--- config.mk ---
export PLATFORM = sky130hd
export DESIGN_NAME = spi_bus_ctrl
export DESIGN_NICKNAME = d
export VERILOG_FILES = /design/src/rtl/spi_pkg.sv /design/src/rtl/spi_bus_timer.sv /design/src/rtl/spi_bus_ctrl.sv
export SDC_FILE = /design/constraint.sdc
export NUM_CORES = 1
export LEC_CHECK = 0
export BUFFER_PORTS_ARGS = -buffer_cell sky130_fd_sc_hd__buf_2
export CELL_PAD_IN_SITES_DETAIL_PLACEMENT = 1
export CELL_PAD_IN_SITES_GLOBAL_PLACEMENT = 2
export CORE_MARGIN = 10
export CORE_UTILIZATION = 30
export DETAILED_ROUTE_END_ITERATION = 12
export PLACE_DENSITY_LB_ADDON = 0.1
export SYNTH_ARGS = -nofsm -noshare
export SYNTH_HDL_FRONTEND = slang
export SYNTH_SLANG_ARGS = --single-unit
--- constraint.sdc ---
create_clock -name clk -period 4.6 [get_ports clk]
set_clock_uncertainty 0.2 [all_clocks]
set_input_delay 0.92 -clock clk [delete_from_list [all_inputs] [get_ports clk]]
set_output_delay 0.92 -clock clk [all_outputs]
set_load 0.05 [all_outputs]
--- src/rtl/spi_pkg.sv ---
// Shared definitions for the SPI-to-bus bridge: command codes, FSM encoding,
// default access timeout and small command-decode helpers.
package spi_pkg;

    localparam logic [3:0] CMD_WR_SINGLE = 4'h2;
    localparam logic [3:0] CMD_WR_BURST  = 4'h3;
    localparam logic [3:0] CMD_RD_SINGLE = 4'h8;
    localparam logic [3:0] CMD_RD_BURST  = 4'h9;

    localparam int DEFAULT_TIMEOUT = 255;

    typedef enum logic [2:0] {
        ST_IDLE    = 3'd0,
        ST_WR_WAIT = 3'd1,
        ST_WR_BUS  = 3'd2,
        ST_RD_BUS  = 3'd3,
        ST_RD_HOLD = 3'd4,
        ST_DRAIN   = 3'd5
    } state_t;

    function automatic logic cmd_is_write(input logic [3:0] cmd);
        return (cmd == CMD_WR_SINGLE) || (cmd == CMD_WR_BURST);
    endfunction

    function automatic logic cmd_is_read(input logic [3:0] cmd);
        return (cmd == CMD_RD_SINGLE) || (cmd == CMD_RD_BURST);
    endfunction

    function automatic logic cmd_is_burst(input logic [3:0] cmd);
        return (cmd == CMD_WR_BURST) || (cmd == CMD_RD_BURST);
    endfunction

endpackage

--- src/rtl/spi_bus_timer.sv ---
// Access watchdog: counts cycles while start is high and flags the last
// permitted cycle so the controller can abandon the access on that edge.
module spi_bus_timer
    import spi_pkg::*;
#(
    parameter int TIMEOUT = DEFAULT_TIMEOUT
) (
    input  logic clk,
    input  logic reset_n,
    input  logic start,
    input  logic clear,
    output logic expired
);

    localparam int CW = $clog2(TIMEOUT + 1);
    localparam logic [CW-1:0] LAST = CW'(TIMEOUT - 1);

    logic [CW-1:0] count_q;
    logic [CW-1:0] count_d;

    // Next count: restart when idle, otherwise advance up to the last cycle.
    always_comb begin
        count_d = count_q;
        if (clear) begin
            count_d = {CW{1'b0}};
        end else if (start && (count_q != LAST)) begin
            count_d = count_q + CW'(1);
        end else begin
            count_d = count_q;
        end
    end

    // Count register.
    always_ff @(posedge clk) begin
        if (!reset_n) begin
            count_q <= {CW{1'b0}};
        end else begin
            count_q <= count_d;
        end
    end

    assign expired = start && !clear && (count_q == LAST);

endmodule

--- src/rtl/spi_bus_ctrl.sv ---
// Bridges decoded SPI commands onto a simple req/ack bus: single and burst
// reads/writes, frame-abort handling and a bounded wait for bus_ack.
module spi_bus_ctrl
    import spi_pkg::*;
#(
    parameter int TIMEOUT = DEFAULT_TIMEOUT
) (
    input  logic        clk,
    input  logic        reset_n,
    input  logic        cs_n,
    input  logic        address_ready,
    input  logic        data_ready,
    input  logic [19:0] addr,
    input  logic [3:0]  status,
    input  logic [15:0] wdata,
    output logic [15:0] rdata,
    output logic        rdata_valid,
    output logic        bus_req,
    output logic        bus_we,
    output logic [19:0] bus_addr,
    output logic [15:0] bus_wdata,
    input  logic        bus_ack,
    input  logic [15:0] bus_rdata,
    output logic        busy,
    output logic        err
);

    state_t      state_q, state_d;
    logic        burst_q, burst_d;
    logic [15:0] rdata_q, rdata_d;
    logic        rdata_valid_q, rdata_valid_d;
    logic        bus_req_q, bus_req_d;
    logic        bus_we_q, bus_we_d;
    logic [19:0] bus_addr_q, bus_addr_d;
    logic [15:0] bus_wdata_q, bus_wdata_d;
    logic        busy_q, busy_d;
    logic        err_q, err_d;
    logic        timer_expired;

    spi_bus_timer #(
        .TIMEOUT (TIMEOUT)
    ) u_timer (
        .clk     (clk),
        .reset_n (reset_n),
        .start   (bus_req_q),
        .clear   (!bus_req_q),
        .expired (timer_expired)
    );

    // Next-state and output decode; bus_req and busy follow the next state so
    // they change on the same edge as the state register.
    always_comb begin
        state_d       = state_q;
        burst_d       = burst_q;
        rdata_d       = rdata_q;
        rdata_valid_d = rdata_valid_q;
        bus_we_d      = bus_we_q;
        bus_addr_d    = bus_addr_q;
        bus_wdata_d   = bus_wdata_q;
        err_d         = address_ready && (state_q != ST_IDLE);

        case (state_q)
            ST_IDLE: begin
                if (address_ready) begin
                    rdata_valid_d = 1'b0;
                    if (cmd_is_write(status)) begin
                        state_d    = ST_WR_WAIT;
                        bus_we_d   = 1'b1;
                        bus_addr_d = addr;
                        burst_d    = cmd_is_burst(status);
                    end else if (cmd_is_read(status)) begin
                        state_d    = ST_RD_BUS;
                        bus_we_d   = 1'b0;
                        bus_addr_d = addr;
                        burst_d    = cmd_is_burst(status);
                    end else begin
                        err_d = 1'b1;
                    end
                end else if (data_ready || cs_n) begin
                    rdata_valid_d = 1'b0;
                end else begin
                    rdata_valid_d = rdata_valid_q;
                end
            end
            ST_WR_WAIT: begin
                if (cs_n) begin
                    state_d       = ST_IDLE;
                    rdata_valid_d = 1'b0;
                end else if (data_ready) begin
                    bus_wdata_d = wdata;
                    state_d     = ST_WR_BUS;
                end else begin
                    state_d = ST_WR_WAIT;
                end
            end
            ST_WR_BUS: begin
                err_d = err_d | data_ready;
                if (bus_ack) begin
                    if (burst_q) begin
                        bus_addr_d = bus_addr_q + 20'd1;
                        state_d    = ST_WR_WAIT;
                    end else begin
                        state_d = ST_IDLE;
                    end
                end else if (timer_expired) begin
                    state_d = ST_IDLE;
                    err_d   = 1'b1;
                end else if (cs_n) begin
                    state_d = ST_DRAIN;
                end else begin
                    state_d = ST_WR_BUS;
                end
            end
            ST_RD_BUS: begin
                if (bus_ack) begin
                    rdata_d       = bus_rdata;
                    rdata_valid_d = 1'b1;
                    state_d       = ST_RD_HOLD;
                end else if (timer_expired) begin
                    // A dead bus still hands the data path a recognisable word.
                    rdata_d       = 16'hFFFF;
                    rdata_valid_d = 1'b1;
                    state_d       = ST_IDLE;
                    err_d         = 1'b1;
                end else if (cs_n) begin
                    state_d = ST_DRAIN;
                end else begin
                    state_d = ST_RD_BUS;
                end
            end
            ST_RD_HOLD: begin
                if (cs_n) begin
                    state_d       = ST_IDLE;
                    rdata_valid_d = 1'b0;
                end else if (data_ready) begin
                    rdata_valid_d = 1'b0;
                    if (burst_q) begin
                        bus_addr_d = bus_addr_q + 20'd1;
                        state_d    = ST_RD_BUS;
                    end else begin
                        state_d = ST_IDLE;
                    end
                end else begin
                    state_d = ST_RD_HOLD;
                end
            end
            ST_DRAIN: begin
                if (bus_ack) begin
                    state_d = ST_IDLE;
                end else if (timer_expired) begin
                    state_d = ST_IDLE;
                    err_d   = 1'b1;
                end else begin
                    state_d = ST_DRAIN;
                end
            end
            default: begin
                state_d = ST_IDLE;
            end
        endcase

        bus_req_d = (state_d == ST_WR_BUS) || (state_d == ST_RD_BUS) || (state_d == ST_DRAIN);
        busy_d    = (state_d != ST_IDLE);
    end

    // State and registered outputs.
    always_ff @(posedge clk) begin
        if (!reset_n) begin
            state_q       <= ST_IDLE;
            burst_q       <= 1'b0;
            rdata_q       <= 16'h0000;
            rdata_valid_q <= 1'b0;
            bus_req_q     <= 1'b0;
            bus_we_q      <= 1'b0;
            bus_addr_q    <= 20'h00000;
            bus_wdata_q   <= 16'h0000;
            busy_q        <= 1'b0;
            err_q         <= 1'b0;
        end else begin
            state_q       <= state_d;
            burst_q       <= burst_d;
            rdata_q       <= rdata_d;
            rdata_valid_q <= rdata_valid_d;
            bus_req_q     <= bus_req_d;
            bus_we_q      <= bus_we_d;
            bus_addr_q    <= bus_addr_d;
            bus_wdata_q   <= bus_wdata_d;
            busy_q        <= busy_d;
            err_q         <= err_d;
        end
    end

    assign rdata       = rdata_q;
    assign rdata_valid = rdata_valid_q;
    assign bus_req     = bus_req_q;
    assign bus_we      = bus_we_q;
    assign bus_addr    = bus_addr_q;
    assign bus_wdata   = bus_wdata_q;
    assign busy        = busy_q;
    assign err         = err_q;

endmodule

======== Word level (Yosys, flattened, before mapping) ========
Index checks and enable logic that the tools add are counted.
Widths: inputs -> output; s select.
word-level totals
  bits in registers ....................... 69
  input port bits ......................... 62
  output and inout bits ................... 57
  logic and storage cells ................. 109
operators by class
  add/sub/neg operators ................... 2
  equality and inequality tests ........... 23
  muxes and demuxes ....................... 48
  bitwise operators ....................... 2
  reductions and logical operators ........ 23
operator list
  operator               number
  $mux 20                7
  $pmux 20 s3            1
  $mux 3                 13
  $mux 16                2
  $add 20x1->20 const B  1
  $mux 1                 19
  $pmux 3 s6             1
  $eq 3x2->1 const B     4
  $ne 3x3->1 const B     4
  $ne 2x2->1 const B     5
  $eq 3x3->1 const B     3
  $reduce_bool 3->1      3
  $add 8x1->8 const B    1
  $eq 4x2->1 const B     2
  $eq 4x4->1 const B     2
  $eq 8x8->1 const B     1
  $ne 8x8->1 const B     1
  $logic_or 1x1->1       6
  $mux 2                 3
  $reduce_and 3->1       2
  $reduce_and 6->1       1
  $reduce_and 5->1       1
  $pmux 1 s4             1
  $reduce_and 2->1       2
  other kinds (9)        12

======== Depth between registers and ports, before layout ========
  word-level depth ........................ 9
  mapped depth ............................ 8
  depth with buffers taken out ............ 7

======== Cells and area by module ========
A second synthesis with hierarchy kept.
unflattened totals
  cell total of the unflattened synthesis .. 424
  area, all modules ....................... 3432.0 µm²
modules (own cells, without submodules)
  module         times used  cells an instance  area each (µm²)  sequential area each (µm²)
  spi_bus_ctrl   1           372                2976.6           1221.2
  spi_bus_timer  1           52                 455.4            160.2

======== Worst setup path before layout ========
Ideal clock, no wire load.
  path kind ............................... input to register
  from .................................... input cs_n
  to ...................................... register bus_addr_q[0] (netlist: bus_addr[0])
  setup time .............................. 0.074 ns
  data arrival time ....................... 2.172 ns
  required time ........................... 4.326 ns
  slack ................................... 2.154 ns
  stages on the path ...................... 7
  path buffers ............................ 2
  path through ............................ clkbuf_1 nor3b_1 o221ai_1 and2_1 buf_6 or3_1 a31oi_1
between the ends
  cells in the longest elaborated chain, start to end .. 2
ends and longest elaborated chain
  element                            line                 text
  start: declaration                 spi_bus_ctrl.sv:10   input logic cs_n,
  $ne 2x2->1 (no source line)        n/a
  $reduce_and 6->1 (no source line)  n/a
  end signal: assignment             spi_bus_ctrl.sv:186  bus_addr_q <= bus_addr_d;
  end: declaration                   spi_bus_ctrl.sv:34   logic [19:0] bus_addr_q, bus_addr_d;
Every way passes these cells.
A chain may end at the register's enable or synchronous reset.

==> metrics <==
status=finished, final reports clean; I/O Buffers=roughly 120; post-CTS resize count=0; first-pass GRT wire length=around 18000 um; nature of the critical path startpoint=input pin; period utilization=between 50% and 60%; core area=0.01079 mm2; critical path required time=around 4700 ps; fmax=about 370 MHz; drt via density=5.208; Crit Path Class=input pin to flop; critical path endpoint category=flop; Psw=about 0.37 mW; vias in the first global route=~3400; Post-Place Cells=617; grt ovf=0; fin crit period=2672 ps; Detailed Route WL=11120 um; setup TNS=0 ps; CP arrival=between 2000 and 3000 ps; Post-DP HPWL=8089 um; Num Clock Sinks=between 60 and 70; crit-path max FO=31; die height=124.9 um; Detailed Routing Iterations Pass 1=4; Clock Path Buffers=2; Top FF cell, synth=dfxtp_1; CTS tree=yes; Post-Syn Nets=about 450; Power Density=310.7 mW/mm2; Nets=about 550; number of synthesized flops with an enable pin=0; RSZ-0062 raised after global routing=no; io pins=119; Clock power frac=between 30% and 40%; CTS buffer count=9; Netlist cell types=56; fillers=around 1300; setup bufs post-CTS=0; DP Worst Slack=1527 ps; Cell Rows=38; final hold vios=0; Seq/Total Area, Yosys=41.82%; cell count after synthesis=382; FF+latch count, synth=69; Post-Synthesis Cell Area=around 0.0033 mm2; layout cells sized above 1=a little under a third; worst slew pin tran=985.8 ps; DRT iter0 DRCs=around 160; Flop pwr share=between 40% and 50%; DRC=0; largest net degree at the start of global routing=37; Initial Util=30.61%; Final setup viols=0; Gate power share=between 10 and 15%; HP Class=flop to flop; fraction of registers with async set/reset=0%; Clk Tree Root Cell=clkbuf_8; number of H-tree levels=3; Pint=between 0.9 and 1 mW; Max Cap Viol=0; Hold Buf Count CTS=0; LEAKAGE=between 1.5 and 2 nW; Mean Syn Cell Area=8.647 um2; Finished Layout Cells=634; Syn. warnings=0; remaining antenna violation count after routing=0; Clock Latency Late Sink=350 ps; fin. max-slew vios=0; Reg clk slew, reported paths=about 80 ps; VDD IR max=about 0.11 mV; GRT Overall Usage=~14%; Rel. slew slack=between 30 and 40%; Sw Share=28.20%; fin worst setup slack=roughly 1900 ps; post-DR wirelength/cell=approximately 18 um; initial antenna violation count=2; Die Wd=124.9 um; Die ar.=between 0.015 and 0.02 mm2; DR vias=~3300; RD Place Congestion=about 0.76; area delta synth->final=26.14%
## final cells by class
class | count | area, um2 | area share, %
multi-input combinational | 280 | 1780 | 42.73
antenna | 1 | 2.502 | 0.06006
timing repair buffer | 120 | 605.6 | 14.53
tap | 140 | 175.2 | 4.204
inverter | 8 | 30.03 | 0.7207
clock buffer | 11 | 141.4 | 3.393
clock inverter | 5 | 50.05 | 1.201
sequential | 69 | 1381 | 33.15
## stage by stage
stage / hold slack [ps] / utilization [%] / area (um2) / power, mW
6_report: 267.2 / 38.60 / 4167 / 1.295
5_1_grt: 313.7 / 38.58 / 4164 / 1.364
4_1_cts: 275.6 / 38.58 / 4164 / 1.319
3_5_place_dp: 263.3 / 36.81 / 3973 / 0.8123
3_3_place_gp: 256.2 / 36.81 / 3973 / 0.8102
2_1_floorplan: 270.4 / - / 3303 / 0.7498
## layout by cell type, fill, tap and decap left out, types with 10 or more instances in the layout
cell type and count:
dfxtp_1 69, nand4_1 14, mux2i_1 18, clkbuf_8 10, nor2_1 40, nand2_1 41, nand3_1 12, o21ai_0 12
buf_2 118, o221a_2 17, a21oi_1 19
## cell usage after synthesis, drive strengths merged (4+ instances only)
| library cell | n | share of area (%) |
|---|---|---|
| a211oi | 5 | 1.1 |
| a21boi | 4 | 0.91 |
| a21oi | 19 | 2.9 |
| and2 | 5 | 0.95 |
| buf | 9 | 1.6 |
| clkbuf | 16 | 1.8 |
| dfxtp | 69 | 42 |
| inv | 8 | 0.91 |
| mux2i | 18 | 5.5 |
| nand2 | 41 | 4.7 |
| nand3 | 12 | 1.8 |
| nand4 | 14 | 2.7 |
| nor2 | 40 | 4.5 |
| nor2b | 5 | 0.95 |
| nor3 | 5 | 0.76 |
| nor3b | 4 | 0.91 |
| nor4 | 5 | 1.1 |
| o21a | 5 | 1.1 |
| o21ai | 15 | 2.3 |
| o221a | 17 | 5.8 |
| o22ai | 6 | 1.1 |
| or3 | 6 | 1.1 |
| xnor2 | 4 | 1.1 |
| xor2 | 4 | 1.1 |
## cells by family (layout without fill, tap and decap cells)
| group | after synthesis | after routing | share of synthesized area, % |
|---|---|---|---|
| other | 0 | 1 | 0 |
| buffers and inverters | 33 | 144 | 4.280 |
| adder cells (fa/ha/maj) | 3 | 3 | 1.136 |
| AND/OR/NAND/NOR | 154 | 154 | 23.48 |
| multiplexers | 19 | 19 | 5.795 |
| AO/OA/AOI/OAI | 96 | 96 | 21.36 |
| flip-flops | 69 | 69 | 41.82 |
| XOR/XNOR | 8 | 8 | 2.121 |
## power groups by stage
stage / Combinational (mW) / Sequential [mW] / Clock (mW)
6_report: 0.165 / 0.632 / 0.498
3_3_place_gp: 0.165 / 0.645 / 0
2_1_floorplan: 0.0653 / 0.685 / 0
3_5_place_dp: 0.167 / 0.646 / 0
4_1_cts: 0.167 / 0.632 / 0.520
5_1_grt: 0.181 / 0.635 / 0.547
## sequential cells by signal, summed over array words and instances, names as in the netlist
name             count
bus_addr            20
err                  1
state_q              3
busy                 1
bus_we               1
rdata               16
burst_q              1
bus_wdata           16
u_timer.count_q      8
bus_req              1
rdata_valid          1
## worst max-delay path: stages
cell,delay (ps)
buf_2,480
inv_1,620
a21oi_1,390
o21ai_0,210
nand3_1,120
## worst paths after layout
path | start | endpoint | slack (ps) | cells past startpoint
worst max-delay path | reset_n | busy | 1930 | 5
worst min-delay path | bus_we | bus_we | 270 | 2
worst min register to register | bus_we | bus_we | 270 | 2
worst max register to register | state_q[1] | bus_addr[13] | 2070 | 5
## routing by layer
layer,vias up,routed length [um],global-route usage [%]
met2,103,4743,20.44
li1,1615,-,-
met5,-,11,0
met3,14,875,5.577
met4,2,165,4.946
met1,1568,5324,17.66
Note: power is estimated with default switching activity, not from simulation.
